==> src/rtl/cdc_ctrl_pkg.sv <==
// Shared types and default sizing for the req/ack clock-crossing controller.
//   state_t      : controller FSM states
//   *_DEF        : default parameter values for the controller and its interface
//   CNT_W        : width of the REQ-phase timeout counter (covers TIMEOUT up to 65535)
package cdc_ctrl_pkg;

  localparam int N_REQ_DEF   = 4;
  localparam int DATA_W_DEF  = 8;
  localparam int TIMEOUT_DEF = 255;
  localparam int CNT_W       = 16;

  typedef enum logic [1:0] {
    IDLE = 2'd0,
    REQ  = 2'd1,
    REL  = 2'd2
  } state_t;

endpackage

==> src/rtl/cdc_req_ack_ctrl_if.sv <==
// Requester bus plus 4-phase crossing handshake for cdc_req_ack_ctrl.
//   i_valid/i_data      : per-requester request and word (word k in i_data[k])
//   o_ready             : one-hot accept strobe
//   o_grant_id          : owner of the current transfer
//   o_req/o_data        : registered 4-phase request and word to the far domain
//   i_ack_async         : far-domain acknowledge (asynchronous)
//   o_busy/o_timeout    : status
// slave = controller view, master = requester/far-side view.
interface cdc_req_ack_ctrl_if import cdc_ctrl_pkg::*; #(
  parameter int N_REQ  = N_REQ_DEF,
  parameter int DATA_W = DATA_W_DEF
);
  localparam int GID_W = $clog2(N_REQ);

  logic [N_REQ-1:0]             i_valid;
  logic [N_REQ-1:0][DATA_W-1:0] i_data;
  logic [N_REQ-1:0]             o_ready;
  logic [GID_W-1:0]             o_grant_id;
  logic                         o_req;
  logic [DATA_W-1:0]            o_data;
  logic                         i_ack_async;
  logic                         o_busy;
  logic                         o_timeout;

  modport slave (
    input  i_valid, i_data, i_ack_async,
    output o_ready, o_grant_id, o_req, o_data, o_busy, o_timeout
  );

  modport master (
    output i_valid, i_data, i_ack_async,
    input  o_ready, o_grant_id, o_req, o_data, o_busy, o_timeout
  );

endinterface

==> src/rtl/Double_FF_Synch.sv <==
// Two-flop synchronizer for a single asynchronous level.
//   i_clk   : destination clock
//   i_rst_n : async active-low reset, clears both stages
//   i_D     : asynchronous input
//   o_q     : synchronized output (2-cycle latency)
module Double_FF_Synch (
  input  logic i_clk,
  input  logic i_rst_n,
  input  logic i_D,
  output logic o_q
);

  logic meta;

  always_ff @(posedge i_clk or negedge i_rst_n) begin
    if (!i_rst_n) begin
      meta <= 1'b0;
      o_q  <= 1'b0;
    end else begin
      meta <= i_D;
      o_q  <= meta;
    end
  end

endmodule

==> src/rtl/cdc_req_ack_ctrl.sv <==
// Round-robin arbiter feeding a 4-phase req/ack crossing to another clock domain.
// One winner is accepted in IDLE (o_ready strobe), its word is latched and o_req
// raised on the next edge. The synchronized ack retires the request; ack release
// returns to IDLE. A REQ phase that runs TIMEOUT cycles without ack is aborted.
//   i_clk, i_rst_n : source clock, async active-low reset
//   bus (slave)    : requester bus and crossing handshake, see cdc_req_ack_ctrl_if
module cdc_req_ack_ctrl import cdc_ctrl_pkg::*; #(
  parameter int N_REQ   = N_REQ_DEF,
  parameter int DATA_W  = DATA_W_DEF,
  parameter int TIMEOUT = TIMEOUT_DEF
) (
  input  logic              i_clk,
  input  logic              i_rst_n,
  cdc_req_ack_ctrl_if.slave bus
);

  localparam int               GID_W    = $clog2(N_REQ);
  localparam logic [CNT_W-1:0] CNT_LAST = CNT_W'(TIMEOUT - 1);
  localparam logic [GID_W-1:0] PTR_RST  = GID_W'(N_REQ - 1);

  state_t           state, nxt;
  logic             ack_s;
  logic [GID_W-1:0] ptr, gnt_idx;
  logic             gnt_any, grant;
  logic [CNT_W-1:0] cnt;
  logic             cnt_done;

  Double_FF_Synch u_ack_sync (
    .i_clk   (i_clk),
    .i_rst_n (i_rst_n),
    .i_D     (bus.i_ack_async),
    .o_q     (ack_s)
  );

  // Round-robin search starting just after the last owner.
  always_comb begin
    gnt_any = 1'b0;
    gnt_idx = '0;
    for (int i = 1; i <= N_REQ; i++) begin
      if (!gnt_any && bus.i_valid[(int'(ptr) + i) % N_REQ]) begin
        gnt_any = 1'b1;
        gnt_idx = GID_W'((int'(ptr) + i) % N_REQ);
      end
    end
  end

  // A stale ack still high blocks new grants. Reset is folded in so o_ready
  // reads zero for the whole reset window even with requesters active.
  assign grant    = i_rst_n && (state == IDLE) && gnt_any && !ack_s;
  assign cnt_done = (cnt == CNT_LAST);

  // State register
  always_ff @(posedge i_clk or negedge i_rst_n) begin
    if (!i_rst_n) state <= IDLE;
    else          state <= nxt;
  end

  // Next state; ack is checked before the timeout so a coincident ack wins.
  always_comb begin
    nxt = state;
    unique case (state)
      IDLE:    if (grant)              nxt = REQ;
      REQ:     if (ack_s || cnt_done)  nxt = REL;
      REL:     if (!ack_s)             nxt = IDLE;
      default:                         nxt = IDLE;
    endcase
  end

  // Outputs
  always_comb begin
    bus.o_busy  = (state != IDLE);
    bus.o_ready = '0;
    if (grant) bus.o_ready[gnt_idx] = 1'b1;
  end

  // Registered transfer datapath, counter and round-robin pointer.
  // o_data/o_grant_id load only on a grant, so they hold through REQ/REL/IDLE.
  always_ff @(posedge i_clk or negedge i_rst_n) begin
    if (!i_rst_n) begin
      bus.o_req      <= 1'b0;
      bus.o_data     <= '0;
      bus.o_grant_id <= '0;
      bus.o_timeout  <= 1'b0;
      ptr            <= PTR_RST;
      cnt            <= '0;
    end else begin
      bus.o_timeout <= 1'b0;
      unique case (state)
        IDLE: if (grant) begin
          bus.o_data     <= bus.i_data[gnt_idx];
          bus.o_grant_id <= gnt_idx;
          bus.o_req      <= 1'b1;
          cnt            <= '0;
        end
        REQ: begin
          if (ack_s) begin
            bus.o_req <= 1'b0;
          end else if (cnt_done) begin
            bus.o_req     <= 1'b0;
            bus.o_timeout <= 1'b1;
          end else begin
            cnt <= cnt + CNT_W'(1);
          end
        end
        REL: if (!ack_s) ptr <= bus.o_grant_id;
        default: ;
      endcase
    end
  end

endmodule

==> src/flat_wrapper.sv <==
// flat-port wrapper written by rule: the top's interface ports become plain ports
module cdc_req_ack_ctrl_flat import cdc_ctrl_pkg::*;
#(
  parameter int N_REQ   = N_REQ_DEF,
  parameter int DATA_W  = DATA_W_DEF,
  parameter int TIMEOUT = TIMEOUT_DEF
)
  (i_clk, i_rst_n, bus_i_valid, bus_i_data, bus_i_ack_async, bus_o_ready, bus_o_grant_id, bus_o_req, bus_o_data, bus_o_busy, bus_o_timeout);
  cdc_req_ack_ctrl_if #(.N_REQ(N_REQ), .DATA_W(DATA_W)) bus_i ();
  input  logic i_clk;
  input  logic i_rst_n;
  input wire logic [$bits(bus_i.i_valid)-1:0] bus_i_valid;
  input wire logic [$bits(bus_i.i_data)-1:0] bus_i_data;
  input wire logic [$bits(bus_i.i_ack_async)-1:0] bus_i_ack_async;
  output wire logic [$bits(bus_i.o_ready)-1:0] bus_o_ready;
  output wire logic [$bits(bus_i.o_grant_id)-1:0] bus_o_grant_id;
  output wire logic [$bits(bus_i.o_req)-1:0] bus_o_req;
  output wire logic [$bits(bus_i.o_data)-1:0] bus_o_data;
  output wire logic [$bits(bus_i.o_busy)-1:0] bus_o_busy;
  output wire logic [$bits(bus_i.o_timeout)-1:0] bus_o_timeout;
  assign bus_i.i_valid = bus_i_valid;
  assign bus_i.i_data = bus_i_data;
  assign bus_i.i_ack_async = bus_i_ack_async;
  assign bus_o_ready = bus_i.o_ready;
  assign bus_o_grant_id = bus_i.o_grant_id;
  assign bus_o_req = bus_i.o_req;
  assign bus_o_data = bus_i.o_data;
  assign bus_o_busy = bus_i.o_busy;
  assign bus_o_timeout = bus_i.o_timeout;
  cdc_req_ack_ctrl #(.N_REQ(N_REQ), .DATA_W(DATA_W), .TIMEOUT(TIMEOUT)) u_core (.i_clk(i_clk), .i_rst_n(i_rst_n), .bus(bus_i));
endmodule
==> config.mk <==
export PLATFORM = sky130hd
export DESIGN_NAME = cdc_req_ack_ctrl_flat
export DESIGN_NICKNAME = d
export VERILOG_FILES = /design/src/rtl/cdc_ctrl_pkg.sv /design/src/rtl/cdc_req_ack_ctrl_if.sv /design/src/rtl/Double_FF_Synch.sv /design/src/rtl/cdc_req_ack_ctrl.sv /design/src/flat_wrapper.sv
export SDC_FILE = /design/constraint.sdc
export NUM_CORES = 1
export LEC_CHECK = 0
export CAP_MARGIN = 20
export CORE_ASPECT_RATIO = 1.2
export CORE_MARGIN = 4
export CORE_UTILIZATION = 40
export DETAILED_ROUTE_END_ITERATION = 7
export GPL_ROUTABILITY_DRIVEN = 1
export PLACE_DENSITY = 0.76
export SLEW_MARGIN = 20
export SYNTH_ARGS = -nofsm -noshare
export SYNTH_HDL_FRONTEND = slang
export SYNTH_SLANG_ARGS = --single-unit
==> constraint.sdc <==
create_clock -name i_clk -period 2.7 [get_ports i_clk]
set_input_delay 0.675 -clock i_clk [delete_from_list [all_inputs] [get_ports i_clk]]
set_output_delay 0.675 -clock i_clk [all_outputs]
set_load 0.05 [all_outputs]
# Word level (Yosys, flattened, before mapping)
# Index checks and enable logic that the tools add are counted.
op_classes:
  n_addsub: 5
  magnitude_cmp: 6
  n_eq_ne: 9
  mux: 40
  bitwise_logic: 5
  reduce_logical: 24
op_table:
  columns: ["operator", "count"]
  rows:
  - ["16-bit two-way mux", 3]
  - ["16-bit case mux with 2 select lines", 1]
  - ["1-bit two-way mux", 19]
  - ["16-bit by 1-bit adder with 16-bit output, second input constant", 1]
  - ["8-bit binary-select mux with 2-bit select", 1]
  - ["16-bit by 8-bit == test with 1-bit output, second input constant", 1]
  - ["3-bit by 4-bit < comparator with 1-bit output, second input constant", 4]
  - ["2-bit two-way mux", 7]
  - ["1-bit binary-select mux with 2-bit select", 4]
  - ["8-bit two-way mux", 1]
  - ["2-bit OR reduction", 4]
  - ["1-bit logical AND", 7]
  - ["2-bit inequality test, second input constant", 3]
  - ["2-bit case mux with 3 select lines", 1]
  - ["3-bit AND reduction", 2]
  - ["2-bit by 1-bit adder with 2-bit output, second input constant", 2]
  - ["2-bit adder, second input constant", 2]
  - ["1-bit AND, first input constant", 4]
  - ["1-bit logical NOT", 4]
  - ["4-bit two-way mux", 1]
  - ["2-bit by 1-bit inequality test with 1-bit output, second input constant", 2]
  - ["2-bit AND reduction", 2]
  - ["4-bit AND reduction", 1]
  - ["2-bit nonzero test", 2]
  - ["10 further kinds", 10]
word_totals:
  register_bits: 34
  in_bits: 39
  output_inout_bits: 17
  word_cells: 98

# Depth between registers and ports, before layout
depth:
  depth_word: 21
  ltp_mapped: 9
  mapped_depth_nobuf: 7

# Cells and area by module
# From an unflattened synthesis, not the netlist that was laid out.
hier_totals:
  cells_unflattened: 217
  hier_area_um2: 1984.4
modules_own_cells:
  columns: ["module", "n_inst", "cells_per_inst", "area_per_inst_um2"]
  rows:
  - ["cdc_req_ack_ctrl", 1, 215, 1934.4]
  - ["Double_FF_Synch", 1, 2, 50.0]

# Worst setup path before layout
# No wires, ideal clock.
synth_timing:
  kind: "in2out"
  start: "in i_rst_n"
  end: "out bus_o_ready[0]"
  t_arrival_ps: 2533
  required_ps: 2025
  setup_slack_ps: -508
  stages: 5
  path_buffers: 1
  cell_sequence: "or4b_1 nor2_1 and2_1 clkbuf_1 nor2b_1"
synth_via:
  elab_chain_len: 4
synth_rtl:
  columns: ["item", "line_no", "rtl"]
  rows:
  - ["from (decl)", "flat_wrapper.sv:11", "input logic i_rst_n;"]
  - ["1-bit logical AND (3 in series)", "cdc_req_ack_ctrl.sv:49", "assign grant = i_rst_n && (state == IDLE) && gnt_any && !ack_s;"]
  - ["4-bit two-way mux", "cdc_req_ack_ctrl.sv:73", "if (grant) bus.o_ready[gnt_idx] = 1'b1;"]
  - ["to (decl)", "flat_wrapper.sv:15", "output wire logic [$bits(bus_i.o_ready)-1:0] bus_o_ready;"]
# No other way between the ends.

# Final worst setup path
layout_timing:
  start: "reg u_core.u_ack_sync.o_q"
  end: "out bus_o_ready[2]"
layout_via:
  elab_chain_len: 3
layout_rtl:
  columns: ["item", "line_no", "rtl"]
  rows:
  - ["from (decl)", "Double_FF_Synch.sv:10", "output logic o_q"]
  - ["from (signal assigned)", "Double_FF_Synch.sv:21", "o_q <= meta;"]
  - ["1-bit logical NOT", "cdc_req_ack_ctrl.sv:49", null]
  - ["1-bit logical AND", "cdc_req_ack_ctrl.sv:49", null]
  - ["4-bit two-way mux", "cdc_req_ack_ctrl.sv:73", null]
# No other way between the ends.

==> impl_metrics.sql <==
INSERT INTO impl_metrics (metric_group, metric, value, unit) VALUES
('outcome', 'result_of_the_run', 'finished, final reports clean', ''),
('sta', 'post-route-min-period', '2.60', 'ns'),
('global_route', 'track_usage', '17.3', '%'),
('drt', 'via_per_inst', '5.29', ''),
('die', 'chipHeight', '83.3', 'microns'),
('sta', 'post-route-period-util', '96.1', '%'),
('global_route', 'antenna_found_initial', '0', ''),
('synthesis', 'synth_sequential_area_ratio', '45.2', '%'),
('synthesis', 'synth_cell_count_leaders', 'sky130_fd_sc_hd__dfrtp_1, sky130_fd_sc_hd__nor2_1, sky130_fd_sc_hd__mux2i_1', ''),
('sta', 'drv_slew', '0', ''),
('synthesis', 'postSynth.asyncResetShare', '100', '%'),
('power', 'clock_power_share', '23.3', '%'),
('global_route', 'grt_start_max_net_pins', '35', ''),
('clocking', 'clock_sinks', '34', ''),
('drt', 'drt_wl_total', '4710', 'microns'),
('synthesis', 'yosysMostFrequentCell', 'sky130_fd_sc_hd__dfrtp_1', ''),
('clocking', 'cts_buf_count', '5', ''),
('setup_path', 'timing.critical_path.cells', 'or4b_4, nor2_4, buf_4, and3_2, buf_12', ''),
('die', 'top_level_ports', '56', ''),
('synthesis', 'cell_area_after_synthesis', '0.00189', 'sq mm'),
('sta', 'count_of_endpoints_failing_setup_in_the_final_report', '0', ''),
('setup_path', 'crit_arrival', '1.92', 'ns'),
('place', 'hpwlAfterDp', '3520', 'microns'),
('power', 'comb_power_share', '45.9', '%'),
('finish', 'antennaDiodeCount', '0', ''),
('power', 'design_power_total', '2420', 'uW'),
('drt', 'drt-initial-drc-count', '84', ''),
('sta', 'finalHoldWorstSlack', '0.354', 'ns'),
('synthesis', 'number_of_enable_flip_flop_cells_after_synthesis', '0', ''),
('setup_path', 'crit_path_top_delay_cell', 'sky130_fd_sc_hd__or4b_4', ''),
('power', 'power.internal', '1480', 'uW'),
('power', 'p_sw', '942', 'uW'),
('flow_run', 'max_cap_violations', '0', ''),
('sta', 'timing.final.ws_setup', '0.104', 'ns'),
('power', 'power-per-cell-area', '859', 'mW/mm^2'),
('clocking', 'ctsHoldBuffers', '0', ''),
('clocking', 'root_driver', 'sky130_fd_sc_hd__clkbuf_8', ''),
('synthesis', 'synth_top_area_cell', 'sky130_fd_sc_hd__dfrtp_1', ''),
('synthesis', 'synth_top_area_share', '42.4', '%'),
('finish', 'fin_nets', '302', ''),
('power', 'max-vdd-ir-drop', '0.000626', 'V'),
('die', 'core_area', '0.00459', 'sq mm'),
('setup_path', 'critPathCaptureType', 'primary output', ''),
('clocking', 'tritoncts', 'yes', ''),
('synthesis', 'synthCells', '192', ''),
('clocking', 'cts.clk_slew.worst_paths', '0.07', 'ns'),
('die', 'row_count', '27', ''),
('clocking', 'cts-htree-levels', '2', ''),
('power', 'seqPwrFrac', '30.8', '%'),
('clocking', 'clock_path_buffers', '2', ''),
('sta', 'rsz0062_at_grt', 'false', ''),
('finish', 'finalInstanceArea', '0.00281', 'sq mm'),
('clocking', 'insertion_delay', '0.29', 'ns'),
('drt', 'drt_pass1_iterations', '4', ''),
('synthesis', 'synth-seq-cells', '34', ''),
('global_route', 'gr-max-usage-layer', 'met2', ''),
('setup_path', 'crit_required', '2.03', 'ns'),
('synthesis', 'synth.distinct_cells', '39', ''),
('finish', 'areaGrowthSynthToFinish', '48.9', '%'),
('finish', 'fraction_of_layout_cells_with_a_size_suffix_above_1', '20.6', '%'),
('global_route', 'grt_pass1_wl', '8430', 'microns'),
('global_route', 'groute.layer.met3.usage', '5.08', '%'),
('global_route', 'globalRoute.totalOverflow', '0', ''),
('sta', 'finalHoldViolations', '0', ''),
('sta', 'max_clock_freq', '0.385', 'GHz'),
('synthesis', 'synthTopCellsByArea', 'sky130_fd_sc_hd__dfrtp_1, sky130_fd_sc_hd__mux2i_1, sky130_fd_sc_hd__nor2_1, sky130_fd_sc_hd__xor2_1, sky130_fd_sc_hd__a221oi_1', ''),
('global_route', 'grt_pass1_vias', '1838', ''),
('setup_path', 'critical_path.startpoint_type', 'flip-flop', ''),
('power', 'total_leakage_power', '0.00121', 'uW'),
('place', 'buffer_ports.inserted', '55', ''),
('drt', 'antenna_violating_nets_post_route', '0', '');
final timing paths:
kind / startpoint / cells past startpoint / end / slack (ns)
hold / removal: u_core.u_ack_sync.meta / 0 / u_core.u_ack_sync.o_q / 0.35
setup reg to reg: u_core.cnt[0] / 7 / u_core.cnt[1] / 0.34
hold reg to reg: u_core.u_ack_sync.meta / 0 / u_core.u_ack_sync.o_q / 0.35
setup / recovery: u_core.u_ack_sync.o_q / 5 / bus_o_ready[2] / 0.10
max in group asynchronous: i_rst_n / 2 / u_core.ptr[0] / 1.91
min in group asynchronous: i_rst_n / 2 / u_core.bus.o_data[4] / 0.45
per-layer routing:
layer | part of all wire [%] | vias to the layer above
met2 | 51 | 57
met1 | 40 | 794
met5 | 0 | -
met3 | 7.0 | 13
li1 | - | 828
met4 | 2.4 | 0
cell families after synthesis:
logic type                 share of synthesized area, %
AOI/OAI and AO/OA                                  7.88
xor gates and xnor gates                           5.56
adders and majority gates                          1.32
buffers and inverters                              3.11
DFF                                                45.2
muxes                                              11.5
and+or+nand+nor                                    25.4
cells in the final DEF, fill, tap and decap left out, types with 5 or more instances in the layout:
master / n
sky130_fd_sc_hd__a221oi_1: 8
sky130_fd_sc_hd__nand3_1: 9
sky130_fd_sc_hd__nor2_1: 26
sky130_fd_sc_hd__mux2i_1: 18
sky130_fd_sc_hd__nor3_1: 5
sky130_fd_sc_hd__buf_4: 15
sky130_fd_sc_hd__clkdlybuf4s50_1: 46
sky130_fd_sc_hd__clkbuf_8: 5
sky130_fd_sc_hd__nand2_1: 11
sky130_fd_sc_hd__nand4_1: 9
sky130_fd_sc_hd__dfrtp_1: 32
sky130_fd_sc_hd__xor2_1: 11
sky130_fd_sc_hd__and3_1: 5
worst max-delay path, delay by kind of cell, from the launching register on:
family	cells	cell delay (ns)
buf+inv	2	0.26
flops	1	0.44
simple gates	3	0.93
state kept, by name (all words and copies together) (netlist names):
register / flops
u_core.bus.o_timeout: 1
u_core.u_ack_sync.o_q: 1
u_core.bus.o_data: 8
u_core.bus.o_req: 1
u_core.bus.o_grant_id: 2
u_core.u_ack_sync.meta: 1
u_core.state: 2
u_core.cnt: 16
u_core.ptr: 2
through the flow:
step / util [%] / TNS [ns] / cells
4_1_cts: 61.3 / 0 / 320
3_5_place_dp: 57.4 / -1.51 / 310
2_1_floorplan: - / -0.108 / 192
3_3_place_gp: 57.4 / -1.17 / 310
6_report: 61.2 / 0 / 320
5_1_grt: 61.2 / 0 / 320
power by group through the flow:
stage / registers [uW] / clock network [uW] / logic [uW]
2_1_floorplan: 1010 / 0 / 415
3_3_place_gp: 743 / 0 / 1070
3_5_place_dp: 752 / 0 / 1080
4_1_cts: 745 / 577 / 1120
5_1_grt: 766 / 604 / 1180
6_report: 746 / 563 / 1110
timing repair:
item,CTS,global route
setup buffers,2,0
pin swaps,4,3
endpoints found under the setup margin,4,2
resized for setup,15,5
layout make-up:
class                   instances  area, sq um
inverters                       3         11.3
flip-flops and latches         34          853
fillers                       417         1780
clock inverters                 3         68.8
multi-input cells             147         1050
repair buffers                 70          691
well taps                      58         72.6
clock buffers                   5         68.8
Note: power is estimated with default switching activity, not from simulation.
